### src/rtl/fc_ctrl_pkg.sv
// -----------------------------------------------------------------------------
// fc_ctrl_pkg
// Shared definitions for the fully-connected layer controller.
//   fc_state_t : controller phase (ACCUM, BIAS, WAIT, OUT)
//   bias_addr  : ROM address holding the bias; it sits just past the
//                last weight row, so it equals the layer height.
// -----------------------------------------------------------------------------
package fc_ctrl_pkg;

  typedef enum logic [1:0] {
    ACCUM = 2'd0,
    BIAS  = 2'd1,
    WAIT  = 2'd2,
    OUT   = 2'd3
  } fc_state_t;

  function automatic int bias_addr(input int height);
    return height;
  endfunction

endpackage

### src/rtl/fc_index_counter.sv
// -----------------------------------------------------------------------------
// fc_index_counter
// Modulo-N up counter with enable, terminal-count flag and async clear.
//   clk   : clock, rising edge
//   rst_n : asynchronous active-low clear (count -> 0)
//   en    : advance by one this cycle (wraps N-1 -> 0)
//   count : current value, 0..N-1
//   tc    : high while count == N-1 (always high when N == 1)
// -----------------------------------------------------------------------------
module fc_index_counter #(
  parameter int N = 4,
  parameter int W = (N > 1) ? $clog2(N) : 1
) (
  input  logic         clk,
  input  logic         rst_n,
  input  logic         en,
  output logic [W-1:0] count,
  output logic         tc
);

  localparam logic [W-1:0] LAST = W'(N - 1);

  assign tc = (count == LAST);

  always_ff @(posedge clk or negedge rst_n) begin
    if (!rst_n) begin
      count <= '0;
    end else if (en) begin
      count <= tc ? '0 : count + W'(1);
    end
  end

endmodule

### src/rtl/fc_layer_ctrl.sv
// -----------------------------------------------------------------------------
// fc_layer_ctrl
// Sequencer for the shared control bus of one fully-connected layer.
// Takes one input vector of PREVIOUS_LAYER_HEIGHT words, streams weight
// addresses to the neurons, then the bias address and an add_bias pulse,
// then offers the neuron results downstream until they are taken.
//
// Handshakes: a transfer happens in a cycle where valid and ready are both
// high at the rising edge. The sender holds valid (and its data) until that
// cycle; ready never depends on valid. Input side is valid_i/ready_o,
// output side is valid_o/ready_i.
//
// Ports
//   clk_i       : clock, rising edge
//   reset_i     : asynchronous active-low reset
//   valid_i     : input word valid
//   data_i      : input word (signed)
//   ready_o     : controller accepts an input word (function of state only)
//   w_addr_o    : weight/bias ROM address broadcast to all neurons
//   data_o      : registered input word broadcast to all neurons
//   sum_en_o    : neuron multiply-accumulate enable
//   add_bias_o  : neuron bias-add / finalise pulse
//   valid_o     : neuron outputs hold a complete result
//   ready_i     : downstream takes the result
//   dbg_state_o : current controller state
//   dbg_wait_o  : current wait-counter value (zero-extended)
// -----------------------------------------------------------------------------
module fc_layer_ctrl
  import fc_ctrl_pkg::*;
#(
  parameter int WORD_SIZE             = 16,
  parameter int PREVIOUS_LAYER_HEIGHT = 4,
  parameter int RAM_ADDRESS_BITS      = $clog2(PREVIOUS_LAYER_HEIGHT + 1),
  parameter int ALU_LATENCY           = 1
) (
  input  logic                        clk_i,
  input  logic                        reset_i,
  input  logic                        valid_i,
  input  logic [WORD_SIZE-1:0]        data_i,
  output logic                        ready_o,
  output logic [RAM_ADDRESS_BITS-1:0] w_addr_o,
  output logic [WORD_SIZE-1:0]        data_o,
  output logic                        sum_en_o,
  output logic                        add_bias_o,
  output logic                        valid_o,
  input  logic                        ready_i,
  output fc_state_t                   dbg_state_o,
  output logic [7:0]                  dbg_wait_o
);

  localparam int CNT_BITS  = (PREVIOUS_LAYER_HEIGHT > 1) ? $clog2(PREVIOUS_LAYER_HEIGHT) : 1;
  localparam int WAIT_BITS = (ALU_LATENCY > 1) ? $clog2(ALU_LATENCY) : 1;
  localparam logic [RAM_ADDRESS_BITS-1:0] BIAS_ADDR =
    RAM_ADDRESS_BITS'(bias_addr(PREVIOUS_LAYER_HEIGHT));

  fc_state_t            state_q;
  fc_state_t            state_d;
  logic [CNT_BITS-1:0]  cnt;
  logic                 cnt_tc;
  logic [WAIT_BITS-1:0] wait_cnt;
  logic                 wait_tc;
  logic                 accept;

  assign accept      = valid_i && ready_o;
  assign dbg_state_o = state_q;
  assign dbg_wait_o  = 8'(wait_cnt);

  // Word index within the vector; wraps to 0 on the last word so the next
  // vector starts at address 0 without an explicit clear.
  fc_index_counter #(
    .N (PREVIOUS_LAYER_HEIGHT),
    .W (CNT_BITS)
  ) u_word_cnt (
    .clk   (clk_i),
    .rst_n (reset_i),
    .en    (accept),
    .count (cnt),
    .tc    (cnt_tc)
  );

  // Cycles spent in WAIT; wraps to 0 as WAIT is left.
  fc_index_counter #(
    .N (ALU_LATENCY),
    .W (WAIT_BITS)
  ) u_wait_cnt (
    .clk   (clk_i),
    .rst_n (reset_i),
    .en    (state_q == WAIT),
    .count (wait_cnt),
    .tc    (wait_tc)
  );

  always_comb begin
    state_d  = state_q;
    ready_o  = 1'b0;
    w_addr_o = '0;
    unique case (state_q)
      ACCUM: begin
        ready_o  = 1'b1;
        w_addr_o = RAM_ADDRESS_BITS'(cnt);
        if (valid_i && cnt_tc) state_d = BIAS;
      end
      BIAS: begin
        w_addr_o = BIAS_ADDR;
        state_d  = WAIT;
      end
      WAIT: begin
        if (wait_tc) state_d = OUT;
      end
      OUT: begin
        if (ready_i) state_d = ACCUM;
      end
      default: state_d = ACCUM;
    endcase
  end

  // Neuron controls trail the address by one cycle to match the ROM's
  // read latency: the word accepted while w_addr_o = k is on data_o with
  // sum_en_o high exactly when the ROM delivers weight k.
  always_ff @(posedge clk_i or negedge reset_i) begin
    if (!reset_i) begin
      state_q    <= ACCUM;
      data_o     <= '0;
      sum_en_o   <= 1'b0;
      add_bias_o <= 1'b0;
      valid_o    <= 1'b0;
    end else begin
      state_q    <= state_d;
      sum_en_o   <= accept;
      add_bias_o <= (state_q == BIAS);
      valid_o    <= (state_d == OUT);
      if (accept) data_o <= data_i;
    end
  end

endmodule

### config.mk
export PLATFORM = sky130hd
export DESIGN_NAME = fc_layer_ctrl
export DESIGN_NICKNAME = d
export VERILOG_FILES = /design/src/rtl/fc_ctrl_pkg.sv /design/src/rtl/fc_index_counter.sv /design/src/rtl/fc_layer_ctrl.sv
export SDC_FILE = /design/constraint.sdc
export NUM_CORES = 1
export LEC_CHECK = 0
export ABC_CLOCK_PERIOD_IN_PS = 2300
export BUFFER_PORTS_ARGS = -buffer_cell sky130_fd_sc_hd__buf_2
export CAP_MARGIN = 5
export CORE_MARGIN = 1
export CORE_UTILIZATION = 45
export DETAILED_ROUTE_END_ITERATION = 16
export MAX_ROUTING_LAYER = met4
export PLACE_DENSITY = 0.85
export SLEW_MARGIN = 5
export SYNTH_ARGS = -nofsm -noshare
export SYNTH_HDL_FRONTEND = slang
export SYNTH_SLANG_ARGS = --single-unit
export TNS_END_PERCENT = 100
### constraint.sdc
create_clock -name clk_i -period 2.3 [get_ports clk_i]
set_input_delay 0.23 -clock clk_i [delete_from_list [all_inputs] [get_ports clk_i]]
set_output_delay 0.23 -clock clk_i [all_outputs]
set_load 0.05 [all_outputs]
==> metrics.yaml, run 1 <==
gp_congestion: 0.7144
gr-usage-all-layers: 0.1548
worst_ep_arrival_time_ns: 1.43
dr_vias: 634
synthesis.area_um2: 992.2
antenna_violations_before_repair: 0
synthesis.area_per_instance_um2: 15.26
final-instance-count-excl-fill: 140
pins_over_their_slew_limit: 0
design.core.area_mm2: 0.002022
first_pass_iters: 4
portBuffers: 44
grt_use_met2: 0.2407
design.portCount: 53
grt.met3_usage: 0.02804
cp_slowest_stage_delay_ns: 0.49
pin_count_of_the_biggest_net_entering_global_routing: 24
ant_nets: 0
die_width_um: 48.96
drv_cap: 0
syn2layout_area_growth_pct: 24.84
synth.most_common_cell: "sky130_fd_sc_hd__dfrtp_1"
critical_path_cell_by_cell: "nor2_1, and2_1, buf_2"
async_flop_share: 1.000
cts.sinks: 23
unrepaired_setup_endpoints_after_global_routing: "no"
grt.busiest_layer: "met2"
yosysSeqAreaShare: 0.5801
num_rows: 16
cp_data_required_time_ns: 2.07
endpoint_kind: "output pin"
cts.path.max_buffers: 2
yosysWarnings: 0
finish.instance_area_mm2: 0.001239
post-synth-top-area-cell: "sky130_fd_sc_hd__dfrtp_1"
worst_hold_path_type: "in -> reg"
status: "finished clean"
postSynthCellCount: 65
cp_slowest_cell: "sky130_fd_sc_hd__dfrtp_1"
final_net_count: 135
post_synthesis_register_bit_count: 23
initial_utilization: 0.4907
post-route-min-period_ns: 1.655
cts_tree: "done"
synth.area.top_cells: "sky130_fd_sc_hd__dfrtp_1 58%, sky130_fd_sc_hd__mux2_4 14%, sky130_fd_sc_hd__mux2_2 10%"
wl_per_cell_um: 11.50
synth.cells.most_frequent: "23 x sky130_fd_sc_hd__dfrtp_1, 9 x sky130_fd_sc_hd__mux2_2, 9 x sky130_fd_sc_hd__mux2_4, 8 x sky130_fd_sc_hd__buf_4, 3 x sky130_fd_sc_hd__nor2_1"
globalRouteMet1Util: 0.1963
setup-tns-final_ns: 0
die_area_mm2: 0.002397
floorplan.die.height_um: 48.96
critical_path_class: "reg -> out"
dominantRegCellSynth: "sky130_fd_sc_hd__dfrtp_1"
critPathMaxFanout: 7
cts-resized-gates: 0
antenna-diode-count: 0
detail_route.drc_violations: 0
htreeDepth: 1
path_clk_slew_ns: 0.11
synth-edff-count: 0
first_global_vias: 594
drive_above_1_share: 0.6195
synth_largest_type_area_fraction: 0.5801
dpl.hpwl_mm: 1.237
placedCellCount: 135
via_per_inst: 4.529
grt_remaining_overflow: 0
cts_buffers: 3
global_route_wire_length_before_repair_mm: 2.732
place_area_mm2: 0.001202
report.final.hold_viol_count: 0
yosys.cell_types.count: 16
timing.critical_path.from_type: "register"
timing.clock.skew_ns: 0.002233
worst_skew_pair_later_pin_latency_ns: 0.29
setup_violations: 0
clock-root-buffer: "sky130_fd_sc_hd__clkbuf_4"
fin_util: 0.6126
drt_wl_total_mm: 1.610
maxClockFrequency_ghz: 0.6042
final_min_period_over_clock_period: 0.7196
drt-initial-drc-count: 4
area by class of cell:
| class | instances | area [µm²] |
|---|---|---|
| Sequential cell | 23 | 575.6 |
| Tap cell | 27 | 33.78 |
| Timing Repair Buffer | 47 | 245.2 |
| Clock buffer | 4 | 26.28 |
| Fill cell | 162 | 783.3 |
| Multi-Input combinational cell | 38 | 354.1 |
| Inverter | 1 | 3.754 |
per-stage QoR:
stage,setup slack [ns],hold WS [ns]
after floorplan,0.1166,-0.06559
after global placement,0.9675,0.2159
after detailed placement,0.9214,0.2279
after CTS,0.6213,0.1085
after global routing,0.5222,0.09631
final,0.6448,0.1314
layer usage:
metal  up-vias  routed length (µm)
met3         2                 119
met5         -                   0
li1        300                   -
met4         0                  13
met1       301                 715
met2        31                 762
cells in the final DEF, fill, tap and decap left out:
cell type                       netlist  final
sky130_fd_sc_hd__nor3b_4              0      1
sky130_fd_sc_hd__inv_1                1      1
sky130_fd_sc_hd__clkbuf_1             0      1
sky130_fd_sc_hd__buf_4                8      2
sky130_fd_sc_hd__and3_2               1      1
sky130_fd_sc_hd__clkbuf_4             0      3
sky130_fd_sc_hd__conb_1               1      8
sky130_fd_sc_hd__and2b_2              1      1
sky130_fd_sc_hd__ha_1                 1      1
sky130_fd_sc_hd__mux2_4               9      9
sky130_fd_sc_hd__nor2_1               3      3
sky130_fd_sc_hd__and2_1               2      2
sky130_fd_sc_hd__mux2_2               9      9
sky130_fd_sc_hd__a21oi_1              2      2
sky130_fd_sc_hd__dfrtp_1             23     23
sky130_fd_sc_hd__o22ai_1              1      1
sky130_fd_sc_hd__dlygate4sd3_1        0      1
sky130_fd_sc_hd__buf_2                0     44
critical path, delay by kind of cell (launching register included):
kind | cells | cell delay (ns)
simple gates | 2 | 0.39
buf+inv | 1 | 0.25
flops | 1 | 0.49
worst paths after layout:
check / cells after the start / startpoint / end / slack, ns
hold reg to reg: 1 / data_o[8] / data_o[8] / 0.51
hold / removal: 2 / ready_i / valid_o / 0.13
max in group asynchronous: 2 / reset_i / data_o[6] / 1.55
setup / recovery: 3 / dbg_state_o[0] / w_addr_o[1] / 0.64
min in group asynchronous: 2 / reset_i / data_o[1] / 0.42
setup reg to reg: 3 / dbg_state_o[0] / data_o[4] / 0.89
registers in the layout, summed over array words and instances (netlist names):
register	flops
data_o	16
u_word_cnt.count	2
dbg_state_o	2
sum_en_o	1
valid_o	1
add_bias_o	1
repair_timing:
| item | in CTS | in global routing |
|---|---|---|
| hold buffers | 1 | 0 |
| hold endpoints to repair | 23 | 0 |
| setup buffers | 0 | 0 |
logic make-up (layout without fill, tap and decap cells):
family          Yosys count  in the layout  synth area share
buf+inv                  11             52           0.09584
mux                      18             18            0.2383
flops                    23             23            0.5801
fa+ha+maj                 1              1           0.01261
other cells               1              8          0.003779
simple gates              8              8           0.05296
compound gates            3              3           0.01640
Power of run 1 is not shown: default switching activity piles up to over one toggle a cycle in this logic, so the estimate is an artifact.
==> run 2: changes to the inputs <==
--- a/config.mk
+++ b/config.mk
@@ -5,14 +5,15 @@
 export SDC_FILE = /design/constraint.sdc
 export NUM_CORES = 1
 export LEC_CHECK = 0
-export ABC_CLOCK_PERIOD_IN_PS = 2300
+export ABC_AREA = 1
+export ABC_CLOCK_PERIOD_IN_PS = 1500
 export BUFFER_PORTS_ARGS = -buffer_cell sky130_fd_sc_hd__buf_2
 export CAP_MARGIN = 5
 export CORE_MARGIN = 1
-export CORE_UTILIZATION = 45
+export CORE_UTILIZATION = 39
 export DETAILED_ROUTE_END_ITERATION = 16
 export MAX_ROUTING_LAYER = met4
-export PLACE_DENSITY = 0.85
+export PLACE_DENSITY = 0.79
 export SLEW_MARGIN = 5
 export SYNTH_ARGS = -nofsm -noshare
 export SYNTH_HDL_FRONTEND = slang
==> constraint.sdc (replaced) <==
create_clock -name clk_i -period 1.5 [get_ports clk_i]
set_input_delay 0.15 -clock clk_i [delete_from_list [all_inputs] [get_ports clk_i]]
set_output_delay 0.15 -clock clk_i [all_outputs]
set_load 0.05 [all_outputs]
==> run 2 against run 1 <==
Compared with the run above: highest routed layer is now met3; clock-buffer cell count unchanged; non-clock buffer count increased by 1; flip-flop and latch count is the same; sequential share of layout area decreased by 0.69 points; routed wire length grew 26%; cell count increased by 32%; critical path type unchanged; worst hold slack worse by 0.10 ns; clock skew increased by 0.0037 ns; the run now ends with design-rule violations left; first-iteration DRC count grew to 2.8 times the previous value; via count is 32% higher.
==> metrics.yaml, run 2 <==
status: "finished with violations"
failed_checks: "design-rule violations"
yosysWarnings: 0  # unchanged
place_area_mm2: 0.001197  # -0.42%
ff2ff_setup_slack_ns: 0.30  # -0.59 ns
detail_route.drc_violations: 2  # +2
drt-initial-drc-count: 11  # +7
design.portCount: 53  # unchanged
final_min_period_over_clock_period: 0.9619
timing.critical_path.from_type: "register"
antenna_violations_before_repair: 0  # unchanged
cts_buffers: 3  # unchanged
clock-root-buffer: "sky130_fd_sc_hd__clkbuf_4"
antenna-diode-count: 0  # unchanged
final_net_count: 177  # +31%
finish.instance_area_mm2: 0.001260  # +1.7%
dr_vias: 836  # +32%
post-route-min-period_ns: 1.443
htreeDepth: 1  # unchanged
post_synthesis_register_bit_count: 23  # unchanged
rr_worst_depth: 5  # +2
post-synth-top-area-cell: "sky130_fd_sc_hd__dfrtp_1"
portBuffers: 44  # unchanged
cts_tree: "done"
synth_largest_type_area_fraction: 0.5736  # -0.006510
synth.cells.most_frequent: "39 x sky130_fd_sc_hd__nand2_1, 23 x sky130_fd_sc_hd__dfrtp_1, 19 x sky130_fd_sc_hd__nand3_1, 11 x sky130_fd_sc_hd__buf_4, 7 x sky130_fd_sc_hd__inv_1"
via_per_inst: 4.519  # -0.21%
drt_wl_total_mm: 2.022  # +26%
die_width_um: 52.73  # +7.7%
syn2layout_area_growth_pct: 25.56
endpoint_kind: "output pin"
worst_ep_arrival_time_ns: 1.29  # -0.14 ns
pins_over_their_slew_limit: 0  # unchanged
async_flop_share: 1.000  # unchanged
yosysSeqAreaShare: 0.5736  # -0.006510
setup_violations: 0  # unchanged
synthesis.area_per_instance_um2: 9.206  # -40%
drv_cap: 0  # unchanged
mostFrequentLayoutCells: "40 x sky130_fd_sc_hd__buf_2, 39 x sky130_fd_sc_hd__nand2_1, 22 x sky130_fd_sc_hd__dfrtp_1"
synth.area.top_cells: "sky130_fd_sc_hd__dfrtp_1 57%, sky130_fd_sc_hd__nand2_1 15%, sky130_fd_sc_hd__nand3_1 9.5%"
worst_hold_path_type: "in -> reg"
worst_hold_path.num_cells: 2  # unchanged
critical_path_class: "reg -> out"
unrepaired_setup_endpoints_after_global_routing: "yes"
die_area_mm2: 0.002780  # +16%
num_rows: 18  # +2
cts.path.max_buffers: 2  # unchanged
rr_endpoint: "data_o[9]"
gp_congestion: 0.7113  # -0.43%
initial_utilization: 0.4088  # -0.08195
first_global_vias: 779  # +31%
drive_above_1_share: 0.3419  # -0.2775
min-delay-start: "ready_i"
path_clk_slew_ns: 0.12  # about the same
min_to: "valid_o"
gr-usage-all-layers: 0.1627  # +0.007950
fillerInstances: 237  # +46%
timing.rr.start: "dbg_state_o[0]"
dpl.hpwl_mm: 1.454  # +18%
synth-edff-count: 0  # unchanged
postSynthCellCount: 109  # +68%
design.core.area_mm2: 0.002455  # +21%
first_pass_iters: 10  # +6
floorplan.die.height_um: 52.73  # +7.7%
pin_count_of_the_biggest_net_entering_global_routing: 24  # unchanged
worst_skew_pair_later_pin_latency_ns: 0.30  # about the same
timing.clock.skew_ns: 0.005943  # +0.003709 ns
synth.most_common_cell: "sky130_fd_sc_hd__nand2_1"
synthesis.area_mm2: 0.001003  # +1.1%
maxClockFrequency_ghz: 0.6931
critPathMaxFanout: 9  # +2
cp_data_required_time_ns: 1.35  # -0.72 ns
largest_register_ffs: 16  # unchanged
yosys.cell_types.count: 12  # -4
top_register: "data_o"
grt_remaining_overflow: 0  # unchanged
global_route_wire_length_before_repair_mm: 3.187  # +17%
report.final.hold_viol_count: 0  # unchanged
dominantRegCellSynth: "sky130_fd_sc_hd__dfrtp_1"
layout.cells.most_common: "sky130_fd_sc_hd__buf_2"
cts.sinks: 23  # unchanged
wl_per_cell_um: 10.93  # -5.0%
ant_nets: 0  # unchanged
run 2: cell count changes after synthesis, sizes merged:
cell / change
buf: +3
mux2: -18
a21oi: -1
inv: +6
nand2: +40
nor3b: -1
and2b: -1
and3: -1
nand3: +19
nor2: +1
and2: -2
o22ai: -1
run 2: per-layer routing:
metal | up-vias | track usage | wire (µm)
met3 | 0 | 0.03188 | 99
met2 | 31 | 0.2806 | 1052
li1 | 413 | - | -
met1 | 392 | 0.1779 | 869
met5 | - | - | 0
met4 | 0 | 0.07895 | 0
run 2: timing repair:
| item | CTS | global route |
|---|---|---|
| cloned | 0 | 0 |
| resized for setup | 3 | 4 |
| buffers inserted | 0 | 1 |
| hold buffers | 1 | 0 |
| endpoints found under the hold margin | 23 | 0 |
| setup endpoints to repair | 3 | 4 |
run 2: critical path: stages (launching register included):
cell and delay [ns]:
sky130_fd_sc_hd__dfrtp_2 0.45, sky130_fd_sc_hd__nor2_4 0.16, sky130_fd_sc_hd__buf_4 0.18, sky130_fd_sc_hd__buf_4 0.20
run 2: kinds of logic (layout without fill, tap and decap cells):
family / Yosys count / after routing / synth area share
DFF: 23 / 23 / 0.5736
AOI/OAI and AO/OA: 1 / 1 / 0.004983
other: 1 / 8 / 0.003737
and+or+nand+nor: 63 / 63 / 0.2743
buffers and inverters: 20 / 59 / 0.1309
adders and majority gates: 1 / 1 / 0.01247
run 2: worst max path at each step:
| stage | from | endpoint | slack [ns] | depth (start not counted) |
|---|---|---|---|---|
| 3_3_place_gp | dbg_state_o[0] | ready_o | 0.35 | 3 |
| 2_1_floorplan | dbg_state_o[0] | w_addr_o[0] | -0.18 | 3 |
| 4_1_cts | dbg_state_o[0] | ready_o | 0.04 | 3 |
| 6_report | dbg_state_o[0] | ready_o | 0.06 | 3 |
| 3_5_place_dp | dbg_state_o[0] | data_o[9] | 0.32 | 5 |
| 5_1_grt | dbg_state_o[0] | w_addr_o[1] | -0.02 | 4 |
run 2: final cells by class:
| type | instances | area, µm² | share of cell area |
|---|---|---|---|
| Tap cell | 30 | 37.54 | 0.02979 |
| Inverter | 7 | 26.28 | 0.02085 |
| Clock buffer | 4 | 26.28 | 0.02085 |
| Multi-Input combinational cell | 73 | 322.8 | 0.2562 |
| Timing Repair Buffer | 48 | 270.3 | 0.2145 |
| Sequential cell | 23 | 576.8 | 0.4578 |
run 2: per-stage QoR:
| step | util | TNS (ns) | hold slack (ns) | std cells | worst slack (ns) |
|---|---|---|---|---|---|
| floorplan | - | -0.3671 | -0.1456 | 116 | -0.1835 |
| global placement | 0.4878 | 0 | 0.1368 | 179 | 0.3524 |
| detailed placement | 0.4878 | 0 | 0.1535 | 179 | 0.3182 |
| CTS | 0.5056 | 0 | 0.01917 | 184 | 0.03526 |
| global route | 0.5133 | -0.02898 | 0.007585 | 185 | -0.01717 |
| finish | 0.5133 | 0 | 0.02710 | 185 | 0.05718 |
Power of run 2 is left out for the same reason.
